**config.mk**
```make
export PLATFORM = sky130hd
export DESIGN_NAME = tor_port_lookup
export DESIGN_NICKNAME = d
export VERILOG_FILES = /design/src/rtl/tor_lookup_pkg.sv /design/src/rtl/rr_arbiter.sv /design/src/rtl/tor_port_lookup.sv
export SDC_FILE = /design/constraint.sdc
export NUM_CORES = 1
export LEC_CHECK = 0
export CAP_MARGIN = 25
export CORE_UTILIZATION = 55
export DETAILED_ROUTE_END_ITERATION = 16
export PLACE_DENSITY_LB_ADDON = 0.2
export SYNTH_ARGS = -nofsm -noshare
export SYNTH_HDL_FRONTEND = slang
export SYNTH_SLANG_ARGS = --single-unit
```
**constraint.sdc**
```tcl
create_clock -name i_clk -period 3.98 [get_ports i_clk]
set_clock_uncertainty 0.2 [all_clocks]
set_input_delay 0.398 -clock i_clk [delete_from_list [all_inputs] [get_ports i_clk]]
set_output_delay 0.398 -clock i_clk [all_outputs]
set_load 0.01 [all_outputs]
```
**src/rtl/tor_lookup_pkg.sv**
```systemverilog
// Shared types, encodings and the MAC classify function for tor_port_lookup.
package tor_lookup_pkg;

  localparam int MAC_W = 48;
  localparam int ID_W  = 4;
  localparam int TOR_W = 3;

  typedef enum logic [1:0] {
    SEEK_LOCAL  = 2'b00,
    SEEK_DIRECT = 2'b01,
    SEEK_BUFFER = 2'b10,
    SEEK_DROP   = 2'b11
  } seek_e;

  typedef struct packed {
    seek_e            seek;
    logic [TOR_W-1:0] outport;
  } lookup_res_t;

  function automatic lookup_res_t classify(
    input logic [MAC_W-1:0] mac,
    input logic [31:0]      head,
    input logic [TOR_W-1:0] my_tor,
    input logic [7:0]       down,
    input logic [TOR_W-1:0] cur_tor,
    input logic             conn_ok
  );
    lookup_res_t      r;
    logic [TOR_W-1:0] tor;
    logic [7:0]       pb;
    tor       = mac[8 +: TOR_W];
    pb        = mac[7:0];
    r.seek    = SEEK_DROP;
    r.outport = '0;
    if (mac[47:16] != head || mac[15:8] > 8'd7) begin
      r.seek = SEEK_DROP;
    end else if (tor == my_tor) begin
      if (pb != 8'd0 && pb <= down) begin
        r.seek    = SEEK_LOCAL;
        r.outport = TOR_W'(pb - 8'd1);
      end
    end else if (conn_ok && tor == cur_tor) begin
      r.seek    = SEEK_DIRECT;
      r.outport = tor;
    end else begin
      r.seek    = SEEK_BUFFER;
      r.outport = tor;
    end
    return r;
  endfunction

endpackage

```
**src/rtl/rr_arbiter.sv**
```systemverilog
// Combinational round-robin arbiter: lowest request at or above ptr,
// else lowest request overall. One-hot grant.
module rr_arbiter #(
  parameter int N = 4
) (
  input  logic [N-1:0]                       req,
  input  logic [((N > 1) ? $clog2(N) : 1)-1:0] ptr,
  output logic [N-1:0]                       gnt
);

  localparam logic [N-1:0] ONE = N'(1);

  logic [N-1:0] hi;
  logic [N-1:0] pick;

  always_comb begin
    hi   = req & ~((ONE << ptr) - ONE);
    pick = (|hi) ? hi : req;
    gnt  = pick & (~pick + ONE);
  end

endmodule

```
**src/rtl/tor_port_lookup.sv**
```systemverilog
// Shared dst-MAC lookup for the ToR RX ports: pending regs, RR grant, classify.
// Optional LOOKUP_STATS_EN adds saturating per-class result counters.
module tor_port_lookup
  import tor_lookup_pkg::*;
#(
  parameter int          P_PORT_NUM   = 4,
  parameter logic [31:0] P_MAC_HEAD   = 32'h8DBC5C4A,
  parameter logic [2:0]  P_MY_TOR_ID  = 3'd0,
  parameter int          P_DOWN_PORTS = 2
) (
  input  logic                          i_clk,
  input  logic                          i_rst_n,
  input  logic [MAC_W*P_PORT_NUM-1:0]   i_check_mac,
  input  logic [ID_W*P_PORT_NUM-1:0]    i_check_id,
  input  logic [P_PORT_NUM-1:0]         i_check_valid,
  input  logic [TOR_W-1:0]              i_cur_connect_tor,
  input  logic                          i_connect_valid,
  output logic [P_PORT_NUM-1:0]         o_result_valid,
  output logic [TOR_W-1:0]              o_outport,
  output logic [1:0]                    o_seek_flag,
  output logic [ID_W-1:0]               o_check_id,
  output logic [P_PORT_NUM-1:0]         o_req_overflow
`ifdef LOOKUP_STATS_EN
  ,
  output logic [31:0]                   o_cnt_local,
  output logic [31:0]                   o_cnt_direct,
  output logic [31:0]                   o_cnt_buffer,
  output logic [31:0]                   o_cnt_drop
`endif
);

  localparam int PW = (P_PORT_NUM > 1) ? $clog2(P_PORT_NUM) : 1;

  logic [P_PORT_NUM-1:0] pend;
  logic [P_PORT_NUM-1:0] gnt;
  logic [MAC_W-1:0]      pmac [P_PORT_NUM];
  logic [ID_W-1:0]       pid  [P_PORT_NUM];
  logic [PW-1:0]         ptr;
  logic [PW-1:0]         gidx;

  logic                  s1_vld;
  logic [MAC_W-1:0]      s1_mac;
  logic [ID_W-1:0]       s1_id;
  logic [PW-1:0]         s1_port;
  lookup_res_t           res;

  rr_arbiter #(
    .N(P_PORT_NUM)
  ) u_arb (
    .req(pend),
    .ptr(ptr),
    .gnt(gnt)
  );

  always_comb begin
    gidx = '0;
    for (int i = 0; i < P_PORT_NUM; i++)
      if (gnt[i]) gidx = PW'(i);
  end

  // A new strobe always wins the slot; the granted copy already left.
  always_ff @(posedge i_clk or negedge i_rst_n) begin
    if (!i_rst_n) begin
      pend           <= '0;
      o_req_overflow <= '0;
      for (int i = 0; i < P_PORT_NUM; i++) begin
        pmac[i] <= '0;
        pid[i]  <= '0;
      end
    end else begin
      for (int i = 0; i < P_PORT_NUM; i++) begin
        if (i_check_valid[i]) begin
          pend[i] <= 1'b1;
          pmac[i] <= i_check_mac[MAC_W*i +: MAC_W];
          pid[i]  <= i_check_id[ID_W*i +: ID_W];
          if (pend[i] && !gnt[i])
            o_req_overflow[i] <= 1'b1;
        end else if (gnt[i]) begin
          pend[i] <= 1'b0;
        end
      end
    end
  end

  always_ff @(posedge i_clk or negedge i_rst_n) begin
    if (!i_rst_n) begin
      ptr     <= '0;
      s1_vld  <= 1'b0;
      s1_mac  <= '0;
      s1_id   <= '0;
      s1_port <= '0;
    end else begin
      s1_vld <= |gnt;
      if (|gnt) begin
        ptr     <= (gidx == PW'(P_PORT_NUM - 1)) ? '0 : gidx + 1'b1;
        s1_mac  <= pmac[gidx];
        s1_id   <= pid[gidx];
        s1_port <= gidx;
      end
    end
  end

  always_comb
    res = classify(s1_mac, P_MAC_HEAD, P_MY_TOR_ID,
                   8'(P_DOWN_PORTS), i_cur_connect_tor,
                   i_connect_valid);

  always_ff @(posedge i_clk or negedge i_rst_n) begin
    if (!i_rst_n) begin
      o_result_valid <= '0;
      o_outport      <= '0;
      o_seek_flag    <= '0;
      o_check_id     <= '0;
    end else begin
      o_result_valid <= '0;
      if (s1_vld) begin
        o_result_valid <= P_PORT_NUM'(1) << s1_port;
        o_outport      <= res.outport;
        o_seek_flag    <= res.seek;
        o_check_id     <= s1_id;
      end
    end
  end

`ifdef LOOKUP_STATS_EN
  always_ff @(posedge i_clk or negedge i_rst_n) begin
    if (!i_rst_n) begin
      o_cnt_local  <= '0;
      o_cnt_direct <= '0;
      o_cnt_buffer <= '0;
      o_cnt_drop   <= '0;
    end else if (s1_vld) begin
      unique case (res.seek)
        SEEK_LOCAL:
          if (o_cnt_local != '1)
            o_cnt_local <= o_cnt_local + 1'b1;
        SEEK_DIRECT:
          if (o_cnt_direct != '1)
            o_cnt_direct <= o_cnt_direct + 1'b1;
        SEEK_BUFFER:
          if (o_cnt_buffer != '1)
            o_cnt_buffer <= o_cnt_buffer + 1'b1;
        SEEK_DROP:
          if (o_cnt_drop != '1)
            o_cnt_drop <= o_cnt_drop + 1'b1;
      endcase
    end
  end
`endif

endmodule

```
==> flow_summary_export.csv <==
group,metric,value,unit
run_status,outcome,"finished clean",
global_route,grt_pass1_wl,50600,um
worst_hold_path,whs_path_depth,2,
cells_and_area,layout_common_cells,"dfrtp_1, clkdlybuf4s50_1, mux2_2, nor2_1",
cells_and_area,final_common_cell,"dfrtp_1",
critical_path,critical_path_class,"register to register",
power,p_leak,6.38,nW
synthesis,ys_seq_area_share,58.6,%
sta,fmax,0.347,GHz
critical_path,reg2reg_depth,6,
synthesis,synthArstFlopShare,100,%
floorplanning,die_h,151,um
job,max_cap_viol_count,0,
worst_hold_path,min_from,"i_check_mac[60]",
clock_network,clockBufferDepth,3,
floorplanning,io_pins,235,
sta,rsz0062_at_grt,"no",
cells_and_area,drive_gt1_share,25.8,%
power,power_density,659,mW/mm^2
synthesis,synth-seq-cells,286,
critical_path,worst-path-max-fanout,60,
sta,fin_crit_sh,72.4,%
sta,worst_slack,1.10,ns
clock_network,clock_sinks,286,
floorplanning,dieWidth,151,um
sta,hold_viol,0,
clock_network,cts_made_buffers,30,
clock_network,cts_tree,"built",
sta,slew_headroom,30.4,%
synthesis,netlist_instances,943,
synthesis,ys_warn_count,0,
critical_path,rr_endpoint,"s1_mac[26]$_DFFE_PN0P_",
routing,totalWireLength,32300,um
placement,post-place-ws,1.20,ns
critical_path,r2r-start,"pend[2]$_DFFE_PN0P_",
global_route,grt_use_total,29.1,%
synthesis,syn_area,0.0122,mm^2
power,power.total,10.5,mW
critical_path,crit_arrival,3.14,ns
synthesis,synth.avg_cell_area,12.9,um^2
clock_network,clock-root-buffer,"clkbuf_16",
routing,dr.pass1.iters,5,
routing,vias,9007,
sta,slew_violations,0,
routing,drcViolationCount,0,
critical_path,worst_setup_path_start_kind,"register",
global_route,grt_pass1_vias,9429,
clock_network,clk_pin_slew_worst_paths,0.06,ns
critical_path,end_kind,"register",
synthesis,synth_nets,1164,
sta,fin_crit,2.88,ns
placement,io_buffers,234,
worst_hold_path,hp-class,"input port to register",
clock_network,post-cts-setup-buffers,0,
global_route,grt_start_max_net_pins,115,
clock_network,insertion_delay,0.54,ns
routing,drtIter0Drc,527,
critical_path,ff2ff_setup_slack,1.10,ns
cells_and_area,area_growth,30.3,%
sta,tightest_slew,1.04,ns
placement,place.gp.congestion,0.796,
routing,via_per_inst,6.15,
global_route,grt_overflow,0,
sta,tns,0,ns
global_route,antenna_found_initial,5,
floorplanning,start_util,56.0,%
cells_and_area,final_nets,1378,
floorplanning,rows,54,
floorplanning,coreArea,0.0218,mm^2
worst_hold_path,hold_end,"pmac[108]$_DFFE_PN0P_",
routing,wl_per_cell,22.0,um
power,ir_worst_vdd,543,uV
synthesis,synth_edf_count,0,
synthesis,synth-main-ff-cell,"dfrtp_1",
synthesis,synth.distinct_cells,49,
floorplanning,die_area,0.0228,mm^2
critical_path,cp_data_required_time,4.23,ns
clock_network,h-tree-depth,1,
placement,dp_hpwl,20900,um
clock_network,postCtsHoldBufs,1,
clock_network,cts_resized,0,
routing,drtAntennaViolNets,0,
sta,setup_viol,0,
[registers in the layout, summed over array words and instances, names as in the netlist]
register	cells
pmac	192
s1_mac	48
pid	16
o_check_id	4
o_req_overflow	4
o_result_valid	4
pend	4
s1_id	4
o_outport	3
o_seek_flag	2
ptr	2
s1_port	2
s1_vld	1
[worst max-delay path, stage by stage (launching register included)]
cell and delay [ns]:
dfrtp_1 0.57, nor2b_1 0.24, a311oi_2 0.36, or2_4 0.67, buf_12 0.31, o221ai_1 0.18
a31oi_1 0.20
[where the power goes]
part / internal (mW) / leakage (nW) / total, mW / switching (mW)
sequential: 3.51 / 3.33 / 3.96 / 0.445
clock: 1.85 / 0.532 / 2.99 / 1.14
combinational: 1.49 / 2.52 / 3.54 / 2.06
total: 6.85 / 6.38 / 10.5 / 3.64
[synth_stat cells (4+ instances only)]
master	instances	area, um^2
a21oi_1	7	35.0
a31o_2	4	35.0
a31oi_1	52	325
buf_1	14	52.6
buf_2	24	120
buf_4	4	30.0
clkbuf_1	33	124
dfrtp_1	286	7160
inv_1	10	37.5
mux2_2	212	2390
nand2_1	6	22.5
nand2b_1	4	25.0
nand3_1	53	265
nor2_1	69	259
o211ai_1	53	398
o21ai_0	5	25.0
o221ai_1	52	455
o22ai_1	4	25.0
[metal layers]
metal  global-route usage, %  up-vias  share of wire (%)  wire length [um]
met2                    48.2      339                 50             16100
met5                       0        -              0.050                16
li1                        -     3988                  -                 -
met1                    39.3     4627                 41             13200
met4                    9.75        2                2.3               735
met3                    4.70       51                6.8              2190
[metrics by stage]
stage          hold slack (ns)  std cells  instance area (um^2)  utilization [%]
6_report                 0.264       1465                 15900             72.9
5_1_grt                  0.249       1462                 15900             72.9
4_1_cts                  0.252       1460                 15900             72.9
3_5_place_dp             0.254       1404                 14800             67.9
3_3_place_gp             0.244       1404                 14800             67.9
2_1_floorplan          -0.0976        943                 12200                -
[worst max path at each step]
stage,from,end
after floorplan,pend[1]$_DFFE_PN0P_,s1_mac[10]$_DFFE_PN0P_
after global placement,pend[2]$_DFFE_PN0P_,s1_mac[26]$_DFFE_PN0P_
after detailed placement,pend[2]$_DFFE_PN0P_,s1_mac[27]$_DFFE_PN0P_
after CTS,pend[2]$_DFFE_PN0P_,s1_mac[26]$_DFFE_PN0P_
after global routing,pend[2]$_DFFE_PN0P_,s1_mac[26]$_DFFE_PN0P_
final,pend[2]$_DFFE_PN0P_,s1_mac[26]$_DFFE_PN0P_
[cells by family (layout without fill, tap and decap cells)]
family          count (synthesis)  count (layout)  share of synthesized area, %
compound gates                194             194                          11.9
simple gates                  158             158                          6.23
mux                           213             213                          19.6
other cells                     0               5                             0
flops                         286             286                          58.6
buf+inv                        86             323                          3.07
xor+xnor                        3               3                         0.215
fa+ha+maj                       3               3                         0.307
[area by class of cell]
| type | instances | area (um^2) |
|---|---|---|
| sequential | 286 | 7160 |
| fill | 1455 | 5910 |
| multi-input combinational | 571 | 4700 |
| timing repair buffer | 258 | 2580 |
| clock buffer | 41 | 873 |
| tap | 280 | 350 |
| clock inverter | 14 | 198 |
| inverter | 10 | 37.5 |
| antenna | 5 | 12.5 |
(Power assumes the default switching activity.)
